===== config.mk =====
export PLATFORM = sky130hd
export DESIGN_NAME = psum_accum
export DESIGN_NICKNAME = d
export VERILOG_FILES = /design/src/rtl/psum_accum.sv
export SDC_FILE = /design/constraint.sdc
export NUM_CORES = 1
export LEC_CHECK = 0
export ABC_AREA = 1
export CAP_MARGIN = 5
export CORE_AREA = 2 2 92 94
export CTS_CLUSTER_SIZE = 16
export DETAILED_ROUTE_END_ITERATION = 16
export DIE_AREA = 0 0 94 96
export PLACE_DENSITY = 0.74
export REMOVE_ABC_BUFFERS = 1
export SKIP_LAST_GASP = 1
export SLEW_MARGIN = 5
export SYNTH_ARGS = -nofsm -noshare
export SYNTH_HDL_FRONTEND = slang
export SYNTH_SLANG_ARGS = --single-unit

===== constraint.sdc =====
create_clock -name i_clk -period 4.4 [get_ports i_clk]
set_input_delay 0.88 -clock i_clk [delete_from_list [all_inputs] [get_ports i_clk]]
set_output_delay 0.88 -clock i_clk [all_outputs]
set_load 0.05 [all_outputs]

===== src/rtl/psum_accum.sv =====
// Read-modify-write accumulator in front of the dual-port psum memory.
// Optional clamping of results is enabled by defining PSUM_SAT_EN.
module psum_accum #(
    parameter int IN_WIDTH   = 8,
    parameter int PSUM_WIDTH = 8,
    parameter int ADDR_WIDTH = 8,
    parameter int CNT_WIDTH  = 16
) (
    input  logic                  i_clk,
    input  logic                  i_rst,
    input  logic                  i_valid,
    output logic                  o_ready,
    input  logic                  i_first,
    input  logic                  i_last,
    input  logic [ADDR_WIDTH-1:0] i_addr0,
    input  logic [ADDR_WIDTH-1:0] i_addr1,
    input  logic [IN_WIDTH-1:0]   i_psum0,
    input  logic [IN_WIDTH-1:0]   i_psum1,
    output logic                  o_mem_rd_en,
    output logic [ADDR_WIDTH-1:0] o_mem_rd_addr0,
    output logic [ADDR_WIDTH-1:0] o_mem_rd_addr1,
    input  logic [PSUM_WIDTH-1:0] i_mem_rd_data0,
    input  logic [PSUM_WIDTH-1:0] i_mem_rd_data1,
    output logic                  o_mem_wr_en,
    output logic [ADDR_WIDTH-1:0] o_mem_wr_addr0,
    output logic [ADDR_WIDTH-1:0] o_mem_wr_addr1,
    output logic [PSUM_WIDTH-1:0] o_mem_wr_data0,
    output logic [PSUM_WIDTH-1:0] o_mem_wr_data1,
    output logic                  o_done,
    output logic [CNT_WIDTH-1:0]  o_pair_cnt
);

    // Two guard bits hold rd_data + psum0 + psum1 without overflow.
    localparam int SUM_W = PSUM_WIDTH + 2;

    typedef enum logic [1:0] {
        S_IDLE = 2'd0,
        S_RD   = 2'd1,
        S_WR   = 2'd2
    } state_t;

    state_t                  state_q, state_d;
    logic                    first_q, first_d;
    logic                    last_q, last_d;
    logic [ADDR_WIDTH-1:0]   addr0_q, addr0_d;
    logic [ADDR_WIDTH-1:0]   addr1_q, addr1_d;
    logic [IN_WIDTH-1:0]     psum0_q, psum0_d;
    logic [IN_WIDTH-1:0]     psum1_q, psum1_d;
    logic                    done_q, done_d;
    logic [CNT_WIDTH-1:0]    cnt_q, cnt_d;

    logic                    accept_s;
    logic [SUM_W-1:0]        base0_s, base1_s, sum0_s, sum1_s;
    logic [PSUM_WIDTH-1:0]   res0_s, res1_s;

    function automatic logic [SUM_W-1:0] sext_in(input logic [IN_WIDTH-1:0] v);
        return {{(SUM_W-IN_WIDTH){v[IN_WIDTH-1]}}, v};
    endfunction

    function automatic logic [SUM_W-1:0] sext_ps(input logic [PSUM_WIDTH-1:0] v);
        return {{2{v[PSUM_WIDTH-1]}}, v};
    endfunction

    function automatic logic [PSUM_WIDTH-1:0] reduce(input logic [SUM_W-1:0] s);
        logic [SUM_W-1:0] hi_lim;
        logic [SUM_W-1:0] lo_lim;
        hi_lim = {3'b000, {(PSUM_WIDTH-1){1'b1}}};
        lo_lim = {3'b111, {(PSUM_WIDTH-1){1'b0}}};
`ifdef PSUM_SAT_EN
        if ($signed(s) > $signed(hi_lim)) begin
            return hi_lim[PSUM_WIDTH-1:0];
        end else if ($signed(s) < $signed(lo_lim)) begin
            return lo_lim[PSUM_WIDTH-1:0];
        end else begin
            return s[PSUM_WIDTH-1:0];
        end
`else
        if (hi_lim == lo_lim) begin
            return {PSUM_WIDTH{1'b0}};
        end else begin
            return s[PSUM_WIDTH-1:0];
        end
`endif
    endfunction

    assign accept_s = i_valid & o_ready;

    // Next-state, capture, done and counter logic.
    always_comb begin
        state_d = state_q;
        first_d = first_q;
        last_d  = last_q;
        addr0_d = addr0_q;
        addr1_d = addr1_q;
        psum0_d = psum0_q;
        psum1_d = psum1_q;
        done_d  = 1'b0;
        cnt_d   = cnt_q;
        case (state_q)
            S_IDLE: begin
                if (accept_s) begin
                    state_d = i_first ? S_WR : S_RD;
                end else begin
                    state_d = S_IDLE;
                end
            end
            S_RD: begin
                state_d = S_WR;
            end
            S_WR: begin
                done_d = last_q;
                cnt_d  = cnt_q + {{(CNT_WIDTH-1){1'b0}}, 1'b1};
                if (accept_s) begin
                    state_d = i_first ? S_WR : S_RD;
                end else begin
                    state_d = S_IDLE;
                end
            end
            default: begin
                state_d = S_IDLE;
            end
        endcase
        if (accept_s) begin
            first_d = i_first;
            last_d  = i_last;
            addr0_d = i_addr0;
            addr1_d = i_addr1;
            psum0_d = i_psum0;
            psum1_d = i_psum1;
        end else begin
            first_d = first_q;
        end
    end

    // Lane sums; on an address collision both lanes carry the combined sum.
    always_comb begin
        base0_s = {SUM_W{1'b0}};
        base1_s = {SUM_W{1'b0}};
        if (!first_q) begin
            base0_s = sext_ps(i_mem_rd_data0);
            base1_s = sext_ps(i_mem_rd_data1);
        end else begin
            base0_s = {SUM_W{1'b0}};
        end
        if (addr0_q == addr1_q) begin
            sum0_s = base0_s + sext_in(psum0_q) + sext_in(psum1_q);
            sum1_s = sum0_s;
        end else begin
            sum0_s = base0_s + sext_in(psum0_q);
            sum1_s = base1_s + sext_in(psum1_q);
        end
        res0_s = reduce(sum0_s);
        res1_s = reduce(sum1_s);
    end

    // State and capture registers.
    always_ff @(posedge i_clk or posedge i_rst) begin
        if (i_rst) begin
            state_q <= S_IDLE;
            first_q <= 1'b0;
            last_q  <= 1'b0;
            addr0_q <= {ADDR_WIDTH{1'b0}};
            addr1_q <= {ADDR_WIDTH{1'b0}};
            psum0_q <= {IN_WIDTH{1'b0}};
            psum1_q <= {IN_WIDTH{1'b0}};
            done_q  <= 1'b0;
            cnt_q   <= {CNT_WIDTH{1'b0}};
        end else begin
            state_q <= state_d;
            first_q <= first_d;
            last_q  <= last_d;
            addr0_q <= addr0_d;
            addr1_q <= addr1_d;
            psum0_q <= psum0_d;
            psum1_q <= psum1_d;
            done_q  <= done_d;
            cnt_q   <= cnt_d;
        end
    end

    assign o_ready        = (state_q != S_RD);
    assign o_mem_rd_en    = (state_q == S_RD);
    assign o_mem_wr_en    = (state_q == S_WR);
    assign o_mem_rd_addr0 = o_mem_rd_en ? addr0_q : {ADDR_WIDTH{1'b0}};
    assign o_mem_rd_addr1 = o_mem_rd_en ? addr1_q : {ADDR_WIDTH{1'b0}};
    assign o_mem_wr_addr0 = o_mem_wr_en ? addr0_q : {ADDR_WIDTH{1'b0}};
    assign o_mem_wr_addr1 = o_mem_wr_en ? addr1_q : {ADDR_WIDTH{1'b0}};
    assign o_mem_wr_data0 = o_mem_wr_en ? res0_s : {PSUM_WIDTH{1'b0}};
    assign o_mem_wr_data1 = o_mem_wr_en ? res1_s : {PSUM_WIDTH{1'b0}};
    assign o_done         = done_q;
    assign o_pair_cnt     = cnt_q;

endmodule

* After elaboration in Yosys (flattened, before gate mapping) *
Index checks and enable logic that the tools add are counted.

word-level totals
  bits in latches = 0
  bits in writable memories = 0
  flip-flop bits (word level) = 53
  memories kept = 0
  ROM bits = 0

cells by class
  mux-type cells = 14
  eq/ne operators = 4
  shift-type cells = 0
  order comparisons = 0
  divide/modulo/power cells = 0
  reductions and logical operators = 2
  bitwise operators = 1
  add/subtract/negate cells = 4
  multiply operators = 0

operators by type and width
  operator                 count
  $mux W8                  10
  $add A8 B8 Y8            3
  $add A16 B1 Y16 const B  1
  $eq A8 B8 Y1             1
  $mux W2                  2
  $pmux W2 S2              1
  $eq A2 B1 Y1 const B     1
  $eq A2 B2 Y1 const B     1
  $logic_not A2 Y1         1
  $ne A2 B1 Y1 const B     1
  $reduce_or A2 Y1         1
  $and A1 B1 Y1            1
  $mux W1                  1

* Longest topological paths before layout *
Gate-level depths: netlist of the first run.

  depth in word-level cells = 5
  depth in mapped cells = 18

* Least setup slack after synthesis of the first run *
No wires, ideal clock.

  path type = input port to output port
  from = input i_mem_rd_data0[0]
  to = output o_mem_wr_data0[7]
  stages on the path = 17
  buffers on the path = 0
  data required time = 3,520 ps
  slack = -82 ps
  data arrival time = 3,602 ps
  cells stage by stage = inv_1 -> nor2_1 -> ha_1 -> fa_1 -> nand3_1 -> nand2_1 -> a21oi_1 -> o21bai_1 -> xor2_1 -> ha_1 -> a21oi_1 -> o21ai_0 -> a31oi_1 -> nand3_1 -> nand3_1 -> nand2_1 -> nor2_1

between the ends
  word-level cells in the longest chain between the ends = 5

RTL lines
  element            RTL line  text
  start, declared    22        input logic [PSUM_WIDTH-1:0] i_mem_rd_data0,
  $mux W8 (*)        139       if (!first_q) begin
  $add A8 B8 Y8 (*)  146, 149
  $add A8 B8 Y8      146       sum0_s = base0_s + sext_in(psum0_q) + sext_in(psum1_q);
  $mux W8 (*)        145       if (addr0_q == addr1_q) begin
  $mux W8 (*)        188       assign o_mem_wr_data0 = o_mem_wr_en ? res0_s : {PSUM_WIDTH{1'b0}};
  end, declared      27        output logic [PSUM_WIDTH-1:0] o_mem_wr_data0,

Every way passes the cells marked *; elsewhere a longest branch is shown, timed or not.

* Final worst setup path of the first run *
Same ends and word-level chain as after synthesis.

==> out/qor.csv, run 1 <==
metric,value,unit
vias in the first global route,3623,
worst hold slack,0.495,ns
clock network fraction of total power,16.4,%
initial DRC count,109,
clock latency on the worst-skew pair,0.31,ns
Post-Layout Cell Count,742,
die outline width,94,µm
minimum clock period after layout,4.26,ns
Seq pwr share,30.1,%
Via density,4.86,
post-detail-place hpwl,7.27,mm
"Slew Viols, Final",0,
"Seq/Total Area, Yosys",37.2,%
antenna violations before repair,0,
Netlist Area Pre-Place,3560,µm²
# nets final,714,
internal reg-to-reg setup slack,2.38,ns
port buffer count,120,
routed wire length,9.62,mm
final setup violation count,0,
top cell family by delay on the critical path,adder cells,
Worst Hold Depth,2,
GRT Util Overall,21.7,%
CTS tree,yes,
routability cong.,0.819,
worst reg2reg path endpoint,o_pair_cnt[15],
Final Hold Viols,0,
FP Rows,33,
Worst Reg-to-Reg Cells,9,
CP Class,primary input to output pin,
Lkg Pwr,0.00267,µW
# fillers,672,
crit-path max cell delay,0.37,ns
Worst EP arrival,3.38,ns
synth warn,0,
area of the core,8050,µm²
synth-to-layout area growth,52.8,%
share of layout cells above drive strength 1,15.2,%
Max Cap Viol,0,
#FFs+latches synth,53,
Post-DP Area,5130,µm²
global-route wire length before repair,15.7,mm
die area,9020,µm²
fmax,0.235,GHz
register area,1330,µm²
RSZ-0062 raised after global routing,yes,
DRT antenna net count,0,
n_diodes,0,
post-synth top area share,37.2,%
R2R Path Start,state_q[0],
worst min-delay path class,flop to flop,
WL/cell,13.0,µm
clock-pin slew on the worst setup and hold paths,0.09,ns
Mapped Cells,491,
Overflow after GRT,0,
Final Skew,0.0103,ns
Psw,831,µW
total CTS buffers,5,
Die Y-Extent,96,µm
Critical Path Start Type,primary input,
CP max FO,3,
Slew Limit Headroom,27.8,%
critical path cell sequence,buf_6 -> inv_2 -> nor2_2 -> ha_2 -> fa_2 -> nand3_2 -> nand2_2 -> a21oi_2 -> o21bai_1 -> xor2_1 -> ha_1 -> a21oi_2 -> o21ai_1 -> a31oi_1 -> nand3_1 -> nand3_2 -> nand2_4 -> nor2_4 -> buf_12,
via count,3606,
Num Clock Sinks,53,
CTS max path bufs,2,
CTS H-Tree Depth,2,
fin area,5440,µm²
root buf cell,clkbuf_8,
Least-Margin Pin Slew,1.08,ns
Critical Path End Type,output pin,
Comb power frac,53.5,%
peak supply drop,0.199,mV
Multi-input gate area,2030,µm²
"Slowest-stage cell, CP",fa_2,
Switching Fraction,41.2,%
CP startpoint,i_mem_rd_data0[0],
Netlist cell types,29,
Worst EP required,3.52,ns
dpl cells,724,
Min-Delay Endpoint,psum0_q[5],
Initial Utilization,44.3,%
Final period util,96.9,%
P per Cell Area,371,nW/µm²
Boundary Pins,121,
Mapped Avg Cell Area,7.26,µm²
status,"complete, no violations",
CP bufs+invs,3,
min-delay src,psum0_q[5],
DRC,0,
largest net degree at the start of global routing,54,
Yosys top cell by area,dfrtp_1,
Int Pwr,1190,µW
"top cells by area, synth","dfrtp_1 (37%), nand2_1 (14%), ha_1 (7.7%), nor2_1 (7.5%), inv_1 (7.3%)",
first drt pass iteration count,4,
cell families after synthesis:
family | synth area share, %
compound gates | 7.51
xor+xnor | 7.13
fa+ha+maj | 9.41
buf+inv | 9.52
flops | 37.2
simple gates | 29.2
metrics by stage:
| stage | worst slack [ns] | TNS [ns] | util (%) | total power, µW |
|---|---|---|---|---|
| finish | 0.136 | 0 | 67.6 | 2020 |
| global route | -0.0954 | -0.262 | 67.6 | 2150 |
| CTS | -0.00272 | -0.00272 | 66.4 | 1970 |
| detailed placement | -0.381 | -2.17 | 63.8 | 1600 |
| global placement | -0.310 | -1.52 | 63.8 | 1570 |
| floorplan | -0.0858 | -0.200 | - | 1220 |
placed cells by master (no fill, tap or decap), types with 7 or more instances in the layout:
| cell | count |
|---|---|
| clkdlybuf4s50_1 | 100 |
| inv_2 | 8 |
| xnor2_1 | 12 |
| dfrtp_1 | 52 |
| nand3_1 | 14 |
| ha_1 | 19 |
| xor2_1 | 15 |
| o21ai_0 | 26 |
| nand4_1 | 8 |
| buf_4 | 30 |
| a21oi_2 | 7 |
| nand2_1 | 128 |
| buf_12 | 14 |
| inv_1 | 66 |
| a21oi_1 | 14 |
| nor2_1 | 65 |
| nor3_1 | 7 |
worst max path at each step:
stage | endpoint | slack, ns | cells after the start
floorplan | o_mem_wr_data0[7] | -0.09 | 17
global placement | o_mem_wr_data0[7] | -0.31 | 19
detailed placement | o_mem_wr_data1[7] | -0.38 | 19
CTS | o_mem_wr_data1[7] | -0.003 | 19
global route | o_mem_wr_data0[6] | -0.1 | 18
finish | o_mem_wr_data0[7] | 0.14 | 19
worst reg2reg max path, stage by stage (launching register included):
cell     delay, ns
dfrtp_1       0.42
inv_2         0.07
nand2_2       0.23
inv_2         0.33
nand4_1       0.18
inv_1         0.14
nand2_1       0.10
nor2_1        0.18
nand2_1       0.11
xnor2_1       0.14
final cells by class:
cell class	instances	share of cell area, %
clock buffers	6	1.33
clock inverters	2	0.712
inverters	75	5.17
multi-input cells	351	37.3
flip-flops and latches	53	24.4
well taps	105	2.41
repair buffers	150	28.7
metal layers:
layer	vias up	track usage (%)	share of wire, %
met5	-	0	0
met4	0	5.68	1.6
met3	14	4.93	7.3
met2	123	39.9	50
met1	1665	25.5	42
li1	1804	-	-
what timing repair did:
item | CTS | global route
gates resized for setup | 28 | 15
setup endpoints to repair | 10 | 10
pin swaps | 19 | 18
hold endpoints to repair | 0 | 0
hold buffers | 0 | 0
cloned | 0 | 0
buffers inserted | 7 | 3
Yosys cell counts, drive strengths merged:
library cell / n
xor2: 17
nand3b: 1
o21ai: 27
nand3: 18
clkinv: 1
or2: 2
nand4: 8
buf: 5
o21bai: 1
nand2: 135
a31oi: 2
inv: 74
fa: 3
dfrtp: 53
a21oi: 21
xnor2: 12
nor4: 1
nor2: 73
clkbuf: 7
ha: 22
nor3: 8
flip-flops by register name, summed over array words and instances, names as in the netlist:
signal	cells
o_done	1
psum0_q	8
addr1_q	8
addr0_q	8
first_q	1
state_q	2
o_pair_cnt	16
last_q	1
psum1_q	8
power groups by stage:
stage                     Sequential (µW)  Combinational [µW]  Clock (µW)
after detailed placement              615                 982           0
after global routing                  618                1180         355
after global placement                612                 962           0
final                                 608                1080         330
after floorplan                       686                 536           0
after CTS                             607                1030         336
(Power assumes the default switching activity.)
==> inputs of run 2 (changes only) <==
Settings changed: CTS_CLUSTER_SIZE 16 to 28, GPL_ROUTABILITY_DRIVEN from default to 0.
==> results of run 2 <==
No change in the layout: final DEF, timing and power equal those of run 1.
==> RTL edit 1: new RTL, settings of run 1 <==
Change the parameter `CNT_WIDTH` from 16 to 12.
--- a/src/rtl/psum_accum.sv
+++ b/src/rtl/psum_accum.sv
@@ -4,7 +4,7 @@
     parameter int IN_WIDTH   = 8,
     parameter int PSUM_WIDTH = 8,
     parameter int ADDR_WIDTH = 8,
-    parameter int CNT_WIDTH  = 16
+    parameter int CNT_WIDTH  = 12
 ) (
     input  logic                  i_clk,
     input  logic                  i_rst,
Interface: changed (resized o_pair_cnt); port bits go from 121 to 117. No check against the original RTL was run, so the function may have changed too.
==> RTL edit 1 against run 1 <==
Worst setup slack worse by 120 ps. Largest power group unchanged. Cell count is 4.6% lower. Critical endpoint unchanged. Final area is 5.5% lower. Area after synthesis is 6.1% lower. Sequential cell count is 4 lower. Power is 2.4% lower. Wire length is 6.1% lower. Die area stayed put. Largest cell class unchanged. Hold slack worse by 17 ps. Sequential power is 5.9% lower. Via count is 5.4% lower.
==> RTL edit 1: results (changes against run 1) <==
INFO  metric grt_use_met1 = 0.250 (-0.00497)
INFO  metric placement.cell_area = 0.00488 sq mm (-4.9%)
INFO  metric rr_worst_depth = 9 (unchanged)
INFO  metric grt_first_pass_wirelength = 15,200 microns (-3.1%)
INFO  metric post_cts_buffers = 2 (-5)
INFO  metric groute.layer.met2.usage = 0.387 (-0.0119)
INFO  metric syn_area_per_cell = 7.20 sq um (-0.82%)
INFO  metric setup_slack_after_placement = -467 ps (-85.5 ps)
INFO  metric placedCellCount = 694 (-4.1%)
INFO  metric cp.arrival = 3500 ps (+120 ps)
INFO  metric num-nets-final = 680 (-4.8%)
INFO  metric fin_worst_skew = 8.40 ps (-1.92 ps)
INFO  metric grt_start_max_net_pins = 55 (+1.9%)
INFO  metric yosys.area_share.adder = 0.100 (+0.00609)
INFO  metric fraction_of_the_yosys_area_taken_by_sequential_cells = 0.366 (-0.00584)
INFO  metric maxSlewHeadroom = 0.307 (+0.0299)
INFO  metric synth_compound_area_frac = 0.0778 (+0.00262)
INFO  metric gp_congestion = 0.778 (-5.0%)
INFO  metric via_count = 3,412 (-5.4%)
INFO  metric wl_per_cell = 12.7 microns (-1.6%)
INFO  metric cts_resized = 25 (-11%)
INFO  metric maximum_ir_drop_on_the_vdd_rail = 174 uV (-13%)
INFO  metric muxShareOfSynthArea = 0 (unchanged)
INFO  metric post_synth_xor_area_fraction = 0.0654 (-0.00586)
INFO  metric flip_flop_count_of_the_largest_register_after_layout = 12 (-4)
INFO  metric grt_use_total = 0.211 (-0.00618)
INFO  metric viasPerCell = 4.82 (-0.84%)
INFO  metric power.leakage = 2.52 nW (-5.8%)
INFO  metric synth_commonest_cells = nand2_1 (127), nor2_1 (70), inv_1 (61)
INFO  metric groute.layer.met3.usage = 0.0564 (+0.00705)
INFO  metric wl_met2 = 4570 microns (-3.9%)
INFO  metric m1WireLength = 3710 microns (-7.3%)
INFO  metric dpl.hpwl = 6760 microns (-7.0%)
INFO  metric layout-drive-gt1-share = 0.159 (+0.00693)
INFO  metric status = completed
INFO  metric crit_path_max_incr_delay = 350 ps (-20 ps)
INFO  metric met3_length = 692 microns (-1.7%)
INFO  metric io_buffers = 116 (-3.3%)
INFO  metric topRoutingLayerUsed = met4
INFO  metric dr.first_iter.drc_count = 93 (-15%)
INFO  metric hold_depth = 1 (-1)
INFO  metric yosys-top-cells-area = dfrtp_1 (37%), nand2_1 (14%), ha_1 (8.2%), nor2_1 (7.9%), inv_1 (6.8%)
INFO  metric asyncSetResetFlopFracSynth = 1.00 (unchanged)
INFO  metric nFillCells = 717 (+6.7%)
INFO  metric critPathTopFamily = adder cells
-- RTL edit 1: cell count changes after synthesis, sizes merged --
cell    delta
nor4       -1
nand3      +2
nor3       -5
xor2       -2
nand2      -4
xnor2      -2
clkbuf     +1
buf        -1
inv        -9
nand4      -1
dfrtp      -4
-- RTL edit 1: final cells by class --
| cell class | instances | area (sq um) | share of cell area |
|---|---|---|---|
| clock buffer | 5 | 68.8 | 0.0134 |
| clock inverter | 3 | 46.3 | 0.00900 |
| inverter | 66 | 248 | 0.0482 |
| multi-input combinational | 338 | 1930 | 0.375 |
| sequential | 49 | 1230 | 0.239 |
| tap | 105 | 131 | 0.0255 |
| timing repair buffer | 142 | 1490 | 0.290 |
-- RTL edit 1: final timing paths --
check                             startpoint                end  slack [ps]
setup / recovery           i_mem_rd_data0[0]  o_mem_wr_data0[7]          20
hold / removal                    state_q[0]         state_q[0]         480
setup reg to reg                  state_q[0]     o_pair_cnt[10]        2420
hold reg to reg                   state_q[0]         state_q[0]         480
max in group asynchronous              i_rst            first_q        2550
min in group asynchronous              i_rst         state_q[1]        1150
-- RTL edit 1: worst reg2reg max path, cell delays in order (launching register included) --
cell and delay, ps:
dfrtp_1 410, inv_2 70, nand2_2 240, inv_2 310, nand4_1 200, inv_1 90
nand3_1 110, nor3_2 200, nand3_1 120, xnor2_1 130
-- RTL edit 1: cells by family after synthesis --
| kind of cell | count (synthesis) |
|---|---|
| buf+inv | 78 |
| flops | 49 |
| fa+ha+maj | 25 |
| simple gates | 237 |
| compound gates | 51 |
| xor+xnor | 25 |
-- RTL edit 1: report_power, final --
group / switching, mW / total [mW] / internal, mW
clock: 0.166 / 0.337 / 0.170
combinational: 0.614 / 1.06 / 0.448
sequential: 0.0588 / 0.572 / 0.513
==> RTL edit 2: new RTL, config.mk and constraints of run 1 <==
Made on the original files. The 3 states of `state_t` get a one-hot encoding in 3 bits.
--- a/src/rtl/psum_accum.sv
+++ b/src/rtl/psum_accum.sv
@@ -33,10 +33,10 @@
     // Two guard bits hold rd_data + psum0 + psum1 without overflow.
     localparam int SUM_W = PSUM_WIDTH + 2;
 
-    typedef enum logic [1:0] {
-        S_IDLE = 2'd0,
-        S_RD   = 2'd1,
-        S_WR   = 2'd2
+    typedef enum logic [2:0] {
+        S_IDLE = 3'b001,
+        S_RD   = 3'b010,
+        S_WR   = 3'b100
     } state_t;
 
     state_t                  state_q, state_d;
Function: no difference found for any inputs over 10 cycles, from zero or initial values and one cycle with i_rst high; not proved beyond that.
==> RTL edit 2 against run 1 <==
Hold slack worse by 17 ps. Largest cell class unchanged. Worst setup slack worse by 74 ps. Final area about the same. Power down 3.5%. Sequential cell count up 1. Register-to-register slack worse by 420 ps. Wire length down 0.43%. Global-route usage down 0.15 points. Area after synthesis up 1.3%.
==> RTL edit 2: results (changes against run 1) <==
INFO  metric status = completed
INFO  metric nNonClkInverters = 69 (-8.0%)
INFO  metric maximum_ir_drop_on_the_vdd_rail = 282 uV (+42%)
INFO  metric syn2layout_area_growth = 50.7%
INFO  metric number_of_unique_standard_cell_types_used_by_synthesis = 32 (+10%)
INFO  metric m1WireLength = 4060 microns (+1.5%)
INFO  metric clock_power_share = 0.147 (-0.017)
INFO  metric area_share_clock_buf_inv = 0.0172 (-0.00321)
INFO  metric grt_use_total = 0.215 (-0.00153)
INFO  metric groute.layer.met3.usage = 0.0501 (+0.000783)
INFO  metric yosys.area_share.adder = 0.0929 (-0.00124)
INFO  metric firstDrtPassIters = 5 (+1)
INFO  metric internal_power = 1.12 mW (-5.4%)
INFO  metric cts.sinks = 54 (+1.9%)
INFO  metric post_synth_xor_area_fraction = 0.0679 (-0.00336)
INFO  metric layout.nonclk_buf_frac = 0.285 (-0.00269)
INFO  metric netlist_instances = 492 (+0.20%)
INFO  metric gp_congestion = 0.794 (-3.0%)
INFO  metric viasPerCell = 4.84 (-0.32%)
INFO  metric worst-path-max-fanout = 4 (+1)
INFO  metric final_cells = 739 (-0.40%)
INFO  metric grt_use_met1 = 0.261 (+0.00648)
INFO  metric layout-drive-gt1-share = 0.158 (+0.00545)
INFO  metric pg_seq = 624 uW (+3%)
INFO  metric fin_worst_skew = 11.0 ps (+0.736 ps)
INFO  metric setup_slack_after_placement = -394 ps (-13.4 ps)
INFO  metric post_cts_buffers = 2 (-5)
INFO  metric cp.arrival = 3460 ps (+80 ps)
INFO  metric fraction_of_the_yosys_area_taken_by_sequential_cells = 0.375 (+0.00238)
INFO  metric yosys-top-cells-area = dfrtp_1 (37%), nand2_1 (13%), nor2_1 (7.8%), ha_1 (7.6%), inv_1 (6.5%)
-- RTL edit 2: critical path, stage by stage --
cell,delay (ps)
buf_6,90
inv_2,40
nor2_2,30
ha_2,190
fa_2,380
nand3_2,80
nand2_2,70
a21oi_2,120
o21bai_1,80
xor2_1,160
ha_1,340
a21oi_2,150
o21ai_1,80
a31oi_1,190
nand3_1,100
nand3_1,100
nand2_2,100
nor2_4,130
buf_12,140
-- RTL edit 2: path summary, 6_finish.rpt --
kind | from | end | slack (ps) | depth (start not counted)
max reg2reg | state_q[0] | state_q[2] | 1960 | 6
min in group asynchronous | i_rst | o_pair_cnt[9] | 830 | 2
max in group asynchronous | i_rst | state_q[0] | 2990 | 3
min | o_pair_cnt[15] | o_pair_cnt[15] | 480 | 1
max | i_mem_rd_data0[0] | o_mem_wr_data1[7] | 60 | 19
min reg2reg | o_pair_cnt[15] | o_pair_cnt[15] | 480 | 1
